==> src/rtl/map_scan_ctrl.sv <==
`default_nettype none
// +----------------------------------------------------------------------------+
// | map_scan_ctrl: raster-walks one map in BRAM and streams (tile_id, x, y) to |
// | the tile renderer, drawing HERO_TILE at the player's cell.  Rev 1.0         |
// +----------------------------------------------------------------------------+
module map_scan_ctrl #(
  parameter int                MAP_WIDTH  = 16,
  parameter int                MAP_HEIGHT = 16,
  parameter int                ADDR_W     = 19,
  parameter int                TILE_W     = 16,
  parameter int                RD_LAT     = 1,
  parameter logic [TILE_W-1:0] HERO_TILE  = 16'h0040
) (
  input  logic              clk,
  input  logic              rstn,
  input  logic              start,
  input  logic [15:0]       map_id,
  input  logic [3:0]        player_x,
  input  logic [3:0]        player_y,
  output logic              busy,
  output logic              done,
  output logic [ADDR_W-1:0] bram_map_addr,
  input  logic [TILE_W-1:0] bram_map_data,
  output logic              tile_valid,
  input  logic              tile_ready,
  output logic [TILE_W-1:0] tile_id,
  output logic [3:0]        grid_x,
  output logic [3:0]        grid_y
);

  typedef enum logic [2:0] {
    S_IDLE  = 3'd0,
    S_ADDR  = 3'd1,
    S_WAIT  = 3'd2,
    S_ISSUE = 3'd3,
    S_DONE  = 3'd4
  } state_t;

  state_t              state_q, state_d;
  logic                busy_q, busy_d;
  logic                done_q, done_d;
  logic                valid_q, valid_d;
  logic [ADDR_W-1:0]   addr_q, addr_d;
  logic [TILE_W-1:0]   tile_q, tile_d;
  logic [3:0]          gx_q, gx_d, gy_q, gy_d;
  logic [3:0]          px_q, px_d, py_q, py_d;
  logic [15:0]         map_q, map_d;
  logic [1:0]          cnt_q, cnt_d;
  logic                last_col, last_cell;
  logic [3:0]          nx, ny;

  // Address arithmetic wraps modulo 2^ADDR_W, so large map IDs alias low.
  function automatic logic [ADDR_W-1:0] cell_addr(input logic [15:0] m,
                                                   input logic [3:0]  x,
                                                   input logic [3:0]  y);
    return ADDR_W'({m, 8'h00}) + ADDR_W'(y) * ADDR_W'(MAP_WIDTH) + ADDR_W'(x);
  endfunction

  assign last_col  = (gx_q == 4'(MAP_WIDTH - 1));
  assign last_cell = last_col && (gy_q == 4'(MAP_HEIGHT - 1));
  assign nx        = last_col ? 4'd0 : gx_q + 4'd1;
  assign ny        = last_col ? gy_q + 4'd1 : gy_q;

  always_comb begin
    state_d = state_q;
    busy_d  = busy_q;
    done_d  = 1'b0;
    valid_d = valid_q;
    addr_d  = addr_q;
    tile_d  = tile_q;
    gx_d    = gx_q;
    gy_d    = gy_q;
    px_d    = px_q;
    py_d    = py_q;
    map_d   = map_q;
    cnt_d   = cnt_q;
    case (state_q)
      S_IDLE: begin
        if (start) begin
          map_d   = map_id;
          px_d    = player_x;
          py_d    = player_y;
          gx_d    = 4'd0;
          gy_d    = 4'd0;
          busy_d  = 1'b1;
          addr_d  = cell_addr(map_id, 4'd0, 4'd0);
          state_d = S_ADDR;
        end
      end
      S_ADDR: begin
        cnt_d   = 2'(RD_LAT - 1);
        state_d = S_WAIT;
      end
      S_WAIT: begin
        if (cnt_q == 2'd0) begin
          tile_d  = (gx_q == px_q && gy_q == py_q) ? HERO_TILE : bram_map_data;
          valid_d = 1'b1;
          state_d = S_ISSUE;
        end else begin
          cnt_d = cnt_q - 2'd1;
        end
      end
      S_ISSUE: begin
        if (tile_ready) begin
          valid_d = 1'b0;
          if (last_cell) begin
            done_d  = 1'b1;
            state_d = S_DONE;
          end else begin
            gx_d    = nx;
            gy_d    = ny;
            addr_d  = cell_addr(map_q, nx, ny);
            state_d = S_ADDR;
          end
        end
      end
      S_DONE: begin
        busy_d  = 1'b0;
        state_d = S_IDLE;
      end
      default: state_d = S_IDLE;
    endcase
  end

  always_ff @(posedge clk or negedge rstn) begin
    if (!rstn) begin
      state_q <= S_IDLE;
      busy_q  <= 1'b0;
      done_q  <= 1'b0;
      valid_q <= 1'b0;
      addr_q  <= '0;
      tile_q  <= '0;
      gx_q    <= 4'd0;
      gy_q    <= 4'd0;
      px_q    <= 4'd0;
      py_q    <= 4'd0;
      map_q   <= 16'd0;
      cnt_q   <= 2'd0;
    end else begin
      state_q <= state_d;
      busy_q  <= busy_d;
      done_q  <= done_d;
      valid_q <= valid_d;
      addr_q  <= addr_d;
      tile_q  <= tile_d;
      gx_q    <= gx_d;
      gy_q    <= gy_d;
      px_q    <= px_d;
      py_q    <= py_d;
      map_q   <= map_d;
      cnt_q   <= cnt_d;
    end
  end

  assign busy          = busy_q;
  assign done          = done_q;
  assign tile_valid    = valid_q;
  assign bram_map_addr = addr_q;
  assign tile_id       = tile_q;
  assign grid_x        = gx_q;
  assign grid_y        = gy_q;

endmodule
`default_nettype wire

==> config.mk <==
export PLATFORM = sky130hd
export DESIGN_NAME = map_scan_ctrl
export DESIGN_NICKNAME = d
export VERILOG_FILES = /design/src/rtl/map_scan_ctrl.sv
export SDC_FILE = /design/constraint.sdc
export NUM_CORES = 1
export LEC_CHECK = 0
export ABC_AREA = 1
export CAP_MARGIN = 20
export CORE_ASPECT_RATIO = 0.5
export CORE_MARGIN = 3
export CORE_UTILIZATION = 35
export CTS_CLUSTER_DIAMETER = 40
export DETAILED_ROUTE_END_ITERATION = 8
export GPL_TIMING_DRIVEN = 0
export SYNTH_ARGS = -nofsm -noshare
export SYNTH_HDL_FRONTEND = slang
export SYNTH_SLANG_ARGS = --single-unit
==> constraint.sdc <==
create_clock -name clk -period 1.4 [get_ports clk]
set_input_delay 0.14 -clock clk [delete_from_list [all_inputs] [get_ports clk]]
set_output_delay 0.14 -clock clk [all_outputs]
set_load 0.03 [all_outputs]
==> impl_metrics.ini, run 1 <==
[outcome]
status = complete, but fails checks
failed_checks = negative setup slack

[global_routing]
grt_pass1_wl_um = 13600
grt_pass1_vias = 2702
antenna_found_initial = 0
grt_max_degree = 63
grt_usage_pct = 17.0
globalRoute.totalOverflow = 0

[die]
die_w_um = 138
fp.dieH_um = 72.0
dieArea_mm2 = 0.00994
core_area_mm2 = 0.00823
row_count = 23
ios = 90
start_util_pct = 37.1

[routing]
top_layer_used = met4
detail-route-antenna-nets = 0
wl_met3_um = 333
wl_met1_um = 4090
drcViolationCount = 0
initialDrtViolationCount = 141
viasPerCell = 4.46
wl_per_cell_um = 13.1
vias = 2770
routed_wirelength_um = 8130
wl_met2_um = 3620
first_pass_iters = 4

[critical_path]
max_stage_delay_ps = 410
critPathSlowestCell = dfrtp_1
crit_type = flip-flop to flip-flop
cp-start-kind = flip-flop
critPathTopFamily = simple AND/OR/NAND/NOR gates
r2r_cells = 9
crit_required_ps = 1610
r2r_setup_slack_ps = -50
r2r_end = bram_map_addr[16]
crit_path_end_kind = flip-flop
r2r_start = state_q[1]
worstPathCellList = nand2_1, nor2_2, buf_6, nand2_4, nand3_4, nand2_8, buf_12, nand2_2, o21ai_2
cp_num_buf_inv = 2
crit_arrival_ps = 1660
crit_fanout = 7

[power_and_ir_drop]
cellLeakagePower_nw = 2.46
power_density_mw_per_mm2 = 2400
pwr-share-clk_pct = 23.1
seq_power_share_pct = 24.6
p_switching_mw = 4.75
swShare_pct = 39.9
p_comb_share_pct = 52.2
vdd_ir_drop_max_uv = 1140
power.internal_mw = 7.16

[worst_hold_path]
hp-start = player_y[0]
hold_end = py_q[0]
min_path_type = input port to flip-flop
whs_path_depth = 3

[clock_tree]
clk_latency_ps = 330
cts_tree = built
htree_levels = 3
root_buffer = clkbuf_16
clock-sinks = 62
path_clk_slew_ps = 50
clk_path_buf_depth = 2
cts_inserted_buffers = 9

[flow_run]
drv_cap = 0

[synthesis]
synthesis.nets = 425
synth.avg_cell_area_um2 = 8.07
synth.distinct_cells = 24
synth-seq-cells = 62
synth_seq_area_share_pct = 50.8
yosysTopAreaCell = dfrtp_1
synth_top_area_share_pct = 50.8
synthTopCellsByArea = dfrtp_1, nand2_1, inv_1, o21ai_0, o21ai_2
yosysWarnings = 0
synth_area_mm2 = 0.00305
syn_inst = 378

[cells_and_area]
final_cell_mix = nand2_1, dfrtp_1, inv_1
drive_gt1_share_pct = 32.8
diodes = 0
stdcell_area_mm2 = 0.00496
synthToLayoutAreaGrowth_pct = 62.6
final_nets = 551
mostFrequentLayoutCell = nand2_1

[sta]
timing_hold_violations_final = 0
fin_crit_sh_pct = 103
setup-tns-final_ps = -398
grt_setup_unrepaired = true
setup_slack_ps = -47.0
fmax_mhz = 691
fin_worst_skew_ps = 5.63
slew_viol_final = 0
tightest_slew_ps = 815
relSlewSlack_pct = 45.7
fin_crit_ps = 1450
setup_viol = 19

[place]
place_congestion = 0.768
hpwl_um = 5120
dp_slack_ps = -199
port_buffers = 84
place_area_mm2 = 0.00408
## worst min-delay path, cell delays in order
cell	delay (ps)
clkdlybuf4s50_1	400
nand2_1	60
nand2_1	40
## area by class of cell
class / count / area [um^2]
multi-input combinational: 246 / 1430
clock inverter: 6 / 133
tap: 112 / 140
fill: 756 / 3270
inverter: 50 / 190
buffer: 21 / 203
clock buffer: 10 / 239
timing repair buffer: 114 / 1070
sequential: 62 / 1560
## worst max path at each step
stage,startpoint,cells after the start,slack [ps],to
after global placement,rstn,1,-2230,bram_map_addr[0]
after detailed placement,state_q[0],6,-200,bram_map_addr[16]
after floorplan,bram_map_addr[1],8,-40,bram_map_addr[14]
final,state_q[1],9,-50,bram_map_addr[16]
after global routing,state_q[1],9,-140,bram_map_addr[18]
after CTS,bram_map_addr[1],8,-70,bram_map_addr[4]
## synth_stat cells
| cell type | number |
|---|---|
| nand2_1 | 138 |
| dfrtp_1 | 62 |
| inv_1 | 49 |
| o21ai_0 | 31 |
| nor2_1 | 25 |
| o21ai_2 | 13 |
| buf_4 | 9 |
| nand3_1 | 8 |
| buf_2 | 7 |
| a21oi_1 | 5 |
| nand2_2 | 5 |
| nand4_1 | 5 |
| xnor2_1 | 4 |
| buf_6 | 3 |
| ha_1 | 3 |
| xor2_1 | 3 |
| clkbuf_1 | 1 |
| clkbuf_2 | 1 |
| inv_2 | 1 |
| nand2_8 | 1 |
| nand3_4 | 1 |
| nor2_2 | 1 |
| nor2_4 | 1 |
| nor3_1 | 1 |
## layer usage
layer / up-vias / global-route usage [%]
met3: 9 / 4.81
met1: 1286 / 23.4
met4: 0 / 5.59
li1: 1411 / -
met5: - / 0
met2: 64 / 26.3
## power by group through the flow
stage / logic [mW] / registers (mW) / clock network [mW]
floorplan: 2.52 / 3.75 / 0
detailed placement: 4.97 / 2.97 / 0
CTS: 5.58 / 2.93 / 2.82
global route: 6.79 / 3.03 / 2.93
finish: 6.22 / 2.93 / 2.75
global placement: 4.95 / 2.95 / 0
## registers in the layout (all words and copies together) (netlist names)
name / cells
py_q: 4
tile_id: 16
busy: 1
cnt_q: 2
bram_map_addr: 19
px_q: 4
state_q: 3
tile_valid: 1
map_q: 11
done: 1
## timing repair
item | CTS | global route
resized for setup | 80 | 88
pin swaps | 9 | 19
gates cloned | 2 | 2
setup buffers | 19 | 7
hold buffers | 1 | 0
endpoints found under the hold margin | 62 | 0
setup endpoints to repair | 97 | 60
## cells by family after synthesis
logic type | count (synthesis) | synth area share (%)
AOI/OAI and AO/OA | 49 | 9.64
and+or+nand+nor | 186 | 25.4
DFF | 62 | 50.8
adders and majority gates | 3 | 1.23
buffers and inverters | 71 | 10.9
xor gates and xnor gates | 7 | 2.01
## metrics by stage
step | std cells | utilization [%] | hold WS, ps | power, mW
detailed placement | 574 | 49.6 | 288 | 7.94
floorplan | 378 | - | -156 | 6.27
CTS | 612 | 56.7 | 346 | 11.3
finish | 621 | 60.3 | 355 | 11.9
global route | 621 | 60.3 | 355 | 12.8
global placement | 574 | 49.7 | 461 | 7.90
Note: power is estimated with default switching activity, not from simulation.
==> inputs of run 2 (changes only) <==
--- a/config.mk
+++ b/config.mk
@@ -13,6 +13,7 @@
 export CTS_CLUSTER_DIAMETER = 40
 export DETAILED_ROUTE_END_ITERATION = 8
 export GPL_TIMING_DRIVEN = 0
+export SKIP_CTS_REPAIR_TIMING = 1
 export SYNTH_ARGS = -nofsm -noshare
 export SYNTH_HDL_FRONTEND = slang
 export SYNTH_SLANG_ARGS = --single-unit
==> run 2 against run 1 <==
The run still ends with negative setup slack left. Die area unchanged. Hold slack worse by 0.79 ps. Critical path depth unchanged. Cell count did not move. Via count down 0.32%. Combinational power barely moved. Sequential cell count did not move. Count of clock-buffer cells in the layout stayed put. Final area is 1.9% higher. Wire length down 1.0%. Worst setup slack got worse by 69 ps. Clock skew decreased by 0.68 ps. Critical endpoint is now bram_map_addr[3]. Largest cell class unchanged. Highest routed layer unchanged.
==> impl_metrics.ini, run 2 (same netlist as run 1, synthesis figures left out) <==
[sta]
grt_setup_unrepaired = true
fin_crit_ps = 1520
finalHoldWorstSlack_ps = 354
timing_hold_violations_final = 0
fmax_mhz = 660
slew_viol_final = 0
setup_viol = 16
setup_slack_ps = -116
fin_worst_skew_ps = 4.95
fin_crit_sh_pct = 108
tightest_slew_ps = 805
relSlewSlack_pct = 46.4

[routing]
detail-route-antenna-nets = 0
vias = 2761
first_pass_iters = 4
initialDrtViolationCount = 141
drcViolationCount = 0
routed_wirelength_um = 8050
wl_per_cell_um = 13.0
viasPerCell = 4.45

[clock_tree]
clk_latency_ps = 330
clock-sinks = 62
cts_tree = built
htree_levels = 3
root_buffer = clkbuf_16
cts_inserted_buffers = 9
path_clk_slew_ps = 50
clk_path_buf_depth = 2

[worst_hold_path]
min_path_type = input port to flip-flop

[cells_and_area]
fin_util_pct = 61.4
drive_gt1_share_pct = 27.3
diodes = 0
final_cell_mix = nand2_1, dfrtp_1, dlymetal6s2s_1
final_nets = 551
largest_reg_flops = 19
multi_input_area_mm2 = 0.00133
nFillCells = 717
synthToLayoutAreaGrowth_pct = 65.6
regArea_mm2 = 0.00156
mostFrequentLayoutCell = nand2_1

[critical_path]
crit_type = flip-flop to flip-flop
cp-start-kind = flip-flop
startpoint = bram_map_addr[0]
crit_arrival_ps = 1730
r2r_end = bram_map_addr[3]
crit_required_ps = 1610
r2r_cells = 9
crit_path_end_kind = flip-flop
crit_fanout = 7
endpoint = bram_map_addr[3]
r2r_setup_slack_ps = -120
r2r_start = bram_map_addr[0]

[global_routing]
grt_pass1_vias = 2607
antenna_found_initial = 0
grt_max_degree = 63
grt_usage_pct = 16.4
grt_pass1_wl_um = 13000
globalRoute.totalOverflow = 0

[power_and_ir_drop]
p_comb_share_pct = 52.4
seq_power_share_pct = 24.4
p_switching_mw = 4.61
power.internal_mw = 7.28
vdd_ir_drop_max_uv = 1140
cellLeakagePower_nw = 2.94
swShare_pct = 38.8
power_density_mw_per_mm2 = 2350
pwr-share-clk_pct = 23.2
p_total_mw = 11.9

[place]
hpwl_um = 5120
port_buffers = 84
place_congestion = 0.768

[outcome]
failed_checks = negative setup slack
status = complete, but fails checks

[die]
ios = 90
row_count = 23
start_util_pct = 37.1
core_area_mm2 = 0.00823
dieArea_mm2 = 0.00994
die_w_um = 138
fp.dieH_um = 72.0

[flow_run]
drv_cap = 0
-- run 2: worst max-delay path: stages (launching register included) --
cell,delay [ps]
dfrtp_2,420
buf_6,130
ha_4,160
nand3_4,110
nand2_4,70
nand3_4,130
nand2_8,110
buf_12,150
nand2_1,50
nand2_1,60
-- run 2: stage by stage --
stage                     TNS (ps)  worst slack, ps  cells  cell area (um^2)
after floorplan               -510            -39.3    378              3110
after global placement     -130230            -2230    574              4090
after detailed placement     -6440             -199    574              4080
after CTS                   -14130             -413    590              4460
after global routing         -4170             -196    621              5050
final                        -1370             -116    621              5050
-- run 2: cell type report --
cell class / count / area share [%]
repair buffers: 114 / 24.8
well taps: 112 / 2.77
multi-input cells: 246 / 26.2
clock inverters: 6 / 2.62
flip-flops and latches: 62 / 30.9
inverters: 50 / 3.81
clock buffers: 10 / 4.73
plain buffers: 21 / 4.13
-- run 2: routing by layer --
metal,vias up,GRT usage (%),share of wire (%)
li1,1405,-,-
met3,9,4.81,4.5
met2,66,26.0,44
met4,0,5.59,1.2
met5,-,0,0
met1,1281,21.8,51
-- run 2: worst min path at each step --
stage | depth (start not counted) | from | slack [ps] | endpoint
CTS | 1 | rstn | -60 | tile_id[12]
floorplan | 0 | rstn | -160 | bram_map_addr[0]
global placement | 2 | tile_id[14] | 460 | tile_id[14]
global route | 3 | player_y[0] | 360 | py_q[0]
finish | 3 | player_y[0] | 350 | py_q[0]
detailed placement | 1 | rstn | 290 | tile_id[12]
-- run 2: power by group through the flow --
stage	clock [mW]	combinational, mW	sequential, mW
after floorplan	0	2.52	3.75
final	2.76	6.22	2.91
after detailed placement	0	4.97	2.97
after CTS	2.82	4.99	2.94
after global placement	0	4.95	2.95
after global routing	2.92	6.79	2.99
==> edit (flow settings as in run 1) <==
Set the parameter `TILE_W` to 32 (it was 16).
--- a/src/rtl/map_scan_ctrl.sv
+++ b/src/rtl/map_scan_ctrl.sv
@@ -9,3 +9,3 @@
   parameter int                ADDR_W     = 19,
-  parameter int                TILE_W     = 16,
+  parameter int                TILE_W     = 32,
   parameter int                RD_LAT     = 1,
Interface: changed (resized bram_map_data and tile_id); port bits go from 90 to 122. The function was not compared with the original's and may differ.
==> edit against run 1 <==
Largest power group unchanged; cell area up 24%; routed wire length up 24%; the flow still finishes with violations (setup timing); area after synthesis up 25%; clock skew up 0.0075 ns; count of clock-buffer cells in the layout up 1; setup slack better by 0.037 ns; sequential cell count up 16; power up 19%; largest cell class unchanged; global-route usage down 0.33 points.
==> edit: results (changes against run 1) <==
- Synth area leaders: dfrtp_1 (51%), nand2_1 (18%), inv_1 (6.1%)
- P_leak: 0.00315 uW (+28%)
- Fin nets: 709 (+29%)
- Critical path data arrival time: 1.62 ns (-0.04 ns)
- DR WL met3: 594 um (+78%)
- Post-synth top cells: nand2_1 (187), dfrtp_1 (78), inv_1 (62)
- Worst min-delay path class: in2async
- Starting DRT DRC Count: 122 (-13%)
- Via density per instance: 4.45 (-0.26%)
- # setup viols final: 5 (-14)
- Failing checks: setup timing
- Number of global-route vias before repair: 3,380 (+25%)
- Post-synthesis cell type count: 29 (+21%)
- HPWL after DPL: 6.55 mm (+28%)
- Setup TNS: -0.0227 ns (+0.375 ns)
- Drt wl/cell: 12.8 um (-2.5%)
- Final hold slack: 0.226 ns (-0.129 ns)
- Slew HR: 0.768 (+0.311)
- Syn nets: 544 (+28%)
- Total track usage: 0.167 (-0.00326)
- Final slew viol count: 0 (unchanged)
- Max Buffers Root-to-Sink: 2 (unchanged)
- Fin worst setup slack: -0.00968 ns (+0.0373 ns)
- Status: finished with violations
- Placed cell area: 5230 um^2 (+28%)
- Port bufs: 116 (+38%)
- Clock skew: 0.0131 ns (+0.00750 ns)
- Maximum VDD drop: 0.918 mV (-19%)
- Met2 Wirelength: 4.72 mm (+31%)
- WL met1: 4.68 mm (+14%)
- Max reg flops: 32 (+13)
- Largest net degree at the start of global routing: 63 (unchanged)
- Sequential area share after synthesis: 0.510 (+0.00157)
- Ratio of cells with drive above 1 in the final layout: 0.310 (-0.0178)
- Global-route wire length before repair: 16.5 mm (+21%)
- Final Wtd Congestion: 0.761 (-0.99%)
==> edit: cell types whose count changed after synthesis, moves of 2 or more <==
| cell | run 1 | this run |
|---|---|---|
| nand2_2 | 5 | 8 |
| buf_2 | 7 | 9 |
| inv_1 | 49 | 62 |
| dfrtp_1 | 62 | 78 |
| nand2_1 | 138 | 187 |
| buf_4 | 9 | 11 |
| nor2_1 | 25 | 39 |
| a21oi_1 | 5 | 2 |
| buf_6 | 3 | 0 |
==> edit: final timing paths <==
kind	from	end	cells past startpoint
min reg2reg	tile_id[10]	tile_id[10]	2
min	rstn	bram_map_addr[1]	2
min in group clk	player_y[0]	py_q[0]	3
max reg2reg	bram_map_addr[0]	bram_map_addr[13]	8
max	bram_map_addr[0]	bram_map_addr[13]	8
max in group asynchronous	rstn	bram_map_addr[6]	3
==> edit: routing by layer <==
layer	global-route usage	vias up
met4	0.0423	0
met3	0.0476	11
li1	-	1785
met2	0.281	72
met1	0.214	1651
met5	0	-
==> edit: logic make-up after synthesis <==
family,count (synthesis),share of synthesized area
AND/OR/NAND/NOR,257,0.282
AO/OA/AOI/OAI,48,0.0755
adder cells (fa/ha/maj),3,0.00981
flip-flops,78,0.510
XOR/XNOR,6,0.0137
buffers and inverters,89,0.109
==> edit: power breakdown <==
part           switching (uW)  internal (uW)  total [uW]
Sequential                573           3270        3850
Clock                     913           1610        2530
Combinational            4620           3140        7760
Total                    6110           8030       14100
==> edit: final cells by class <==
class                   instances  area, um^2
fillers                       962        4310
flip-flops and latches         78        1960
multi-input cells             314        1740
repair buffers                154        1430
plain buffers                  25         256
clock buffers                  11         243
inverters                      64         243
well taps                     140         175
clock inverters                 5        81.3
==> edit: metrics by stage <==
step | setup WS (ns) | utilization | power (uW) | std cells
2_1_floorplan | -0.0560 | - | 8290 | 481
3_3_place_gp | -3.07 | 0.498 | 10600 | 737
3_5_place_dp | -0.153 | 0.500 | 10700 | 738
4_1_cts | -0.0164 | 0.558 | 13700 | 777
5_1_grt | -0.103 | 0.587 | 15200 | 791
6_report | -0.00968 | 0.587 | 14100 | 791
==> edit: repair_timing <==
action | CTS | global route
gates resized for setup | 128 | 84
hold buffers | 1 | 0
setup endpoints to repair | 131 | 77
hold endpoints to repair | 16 | 0
buffers inserted | 18 | 14
pin swaps | 10 | 17
gates cloned | 4 | 0
==> edit: critical path, cell delays in order (launching register included) <==
cell	delay (ns)
dfrtp_2	0.45
ha_4	0.19
nand3_4	0.11
nand2_4	0.08
nand3_4	0.11
nand2_8	0.10
buf_12	0.16
nand2_2	0.06
o21ai_2	0.05
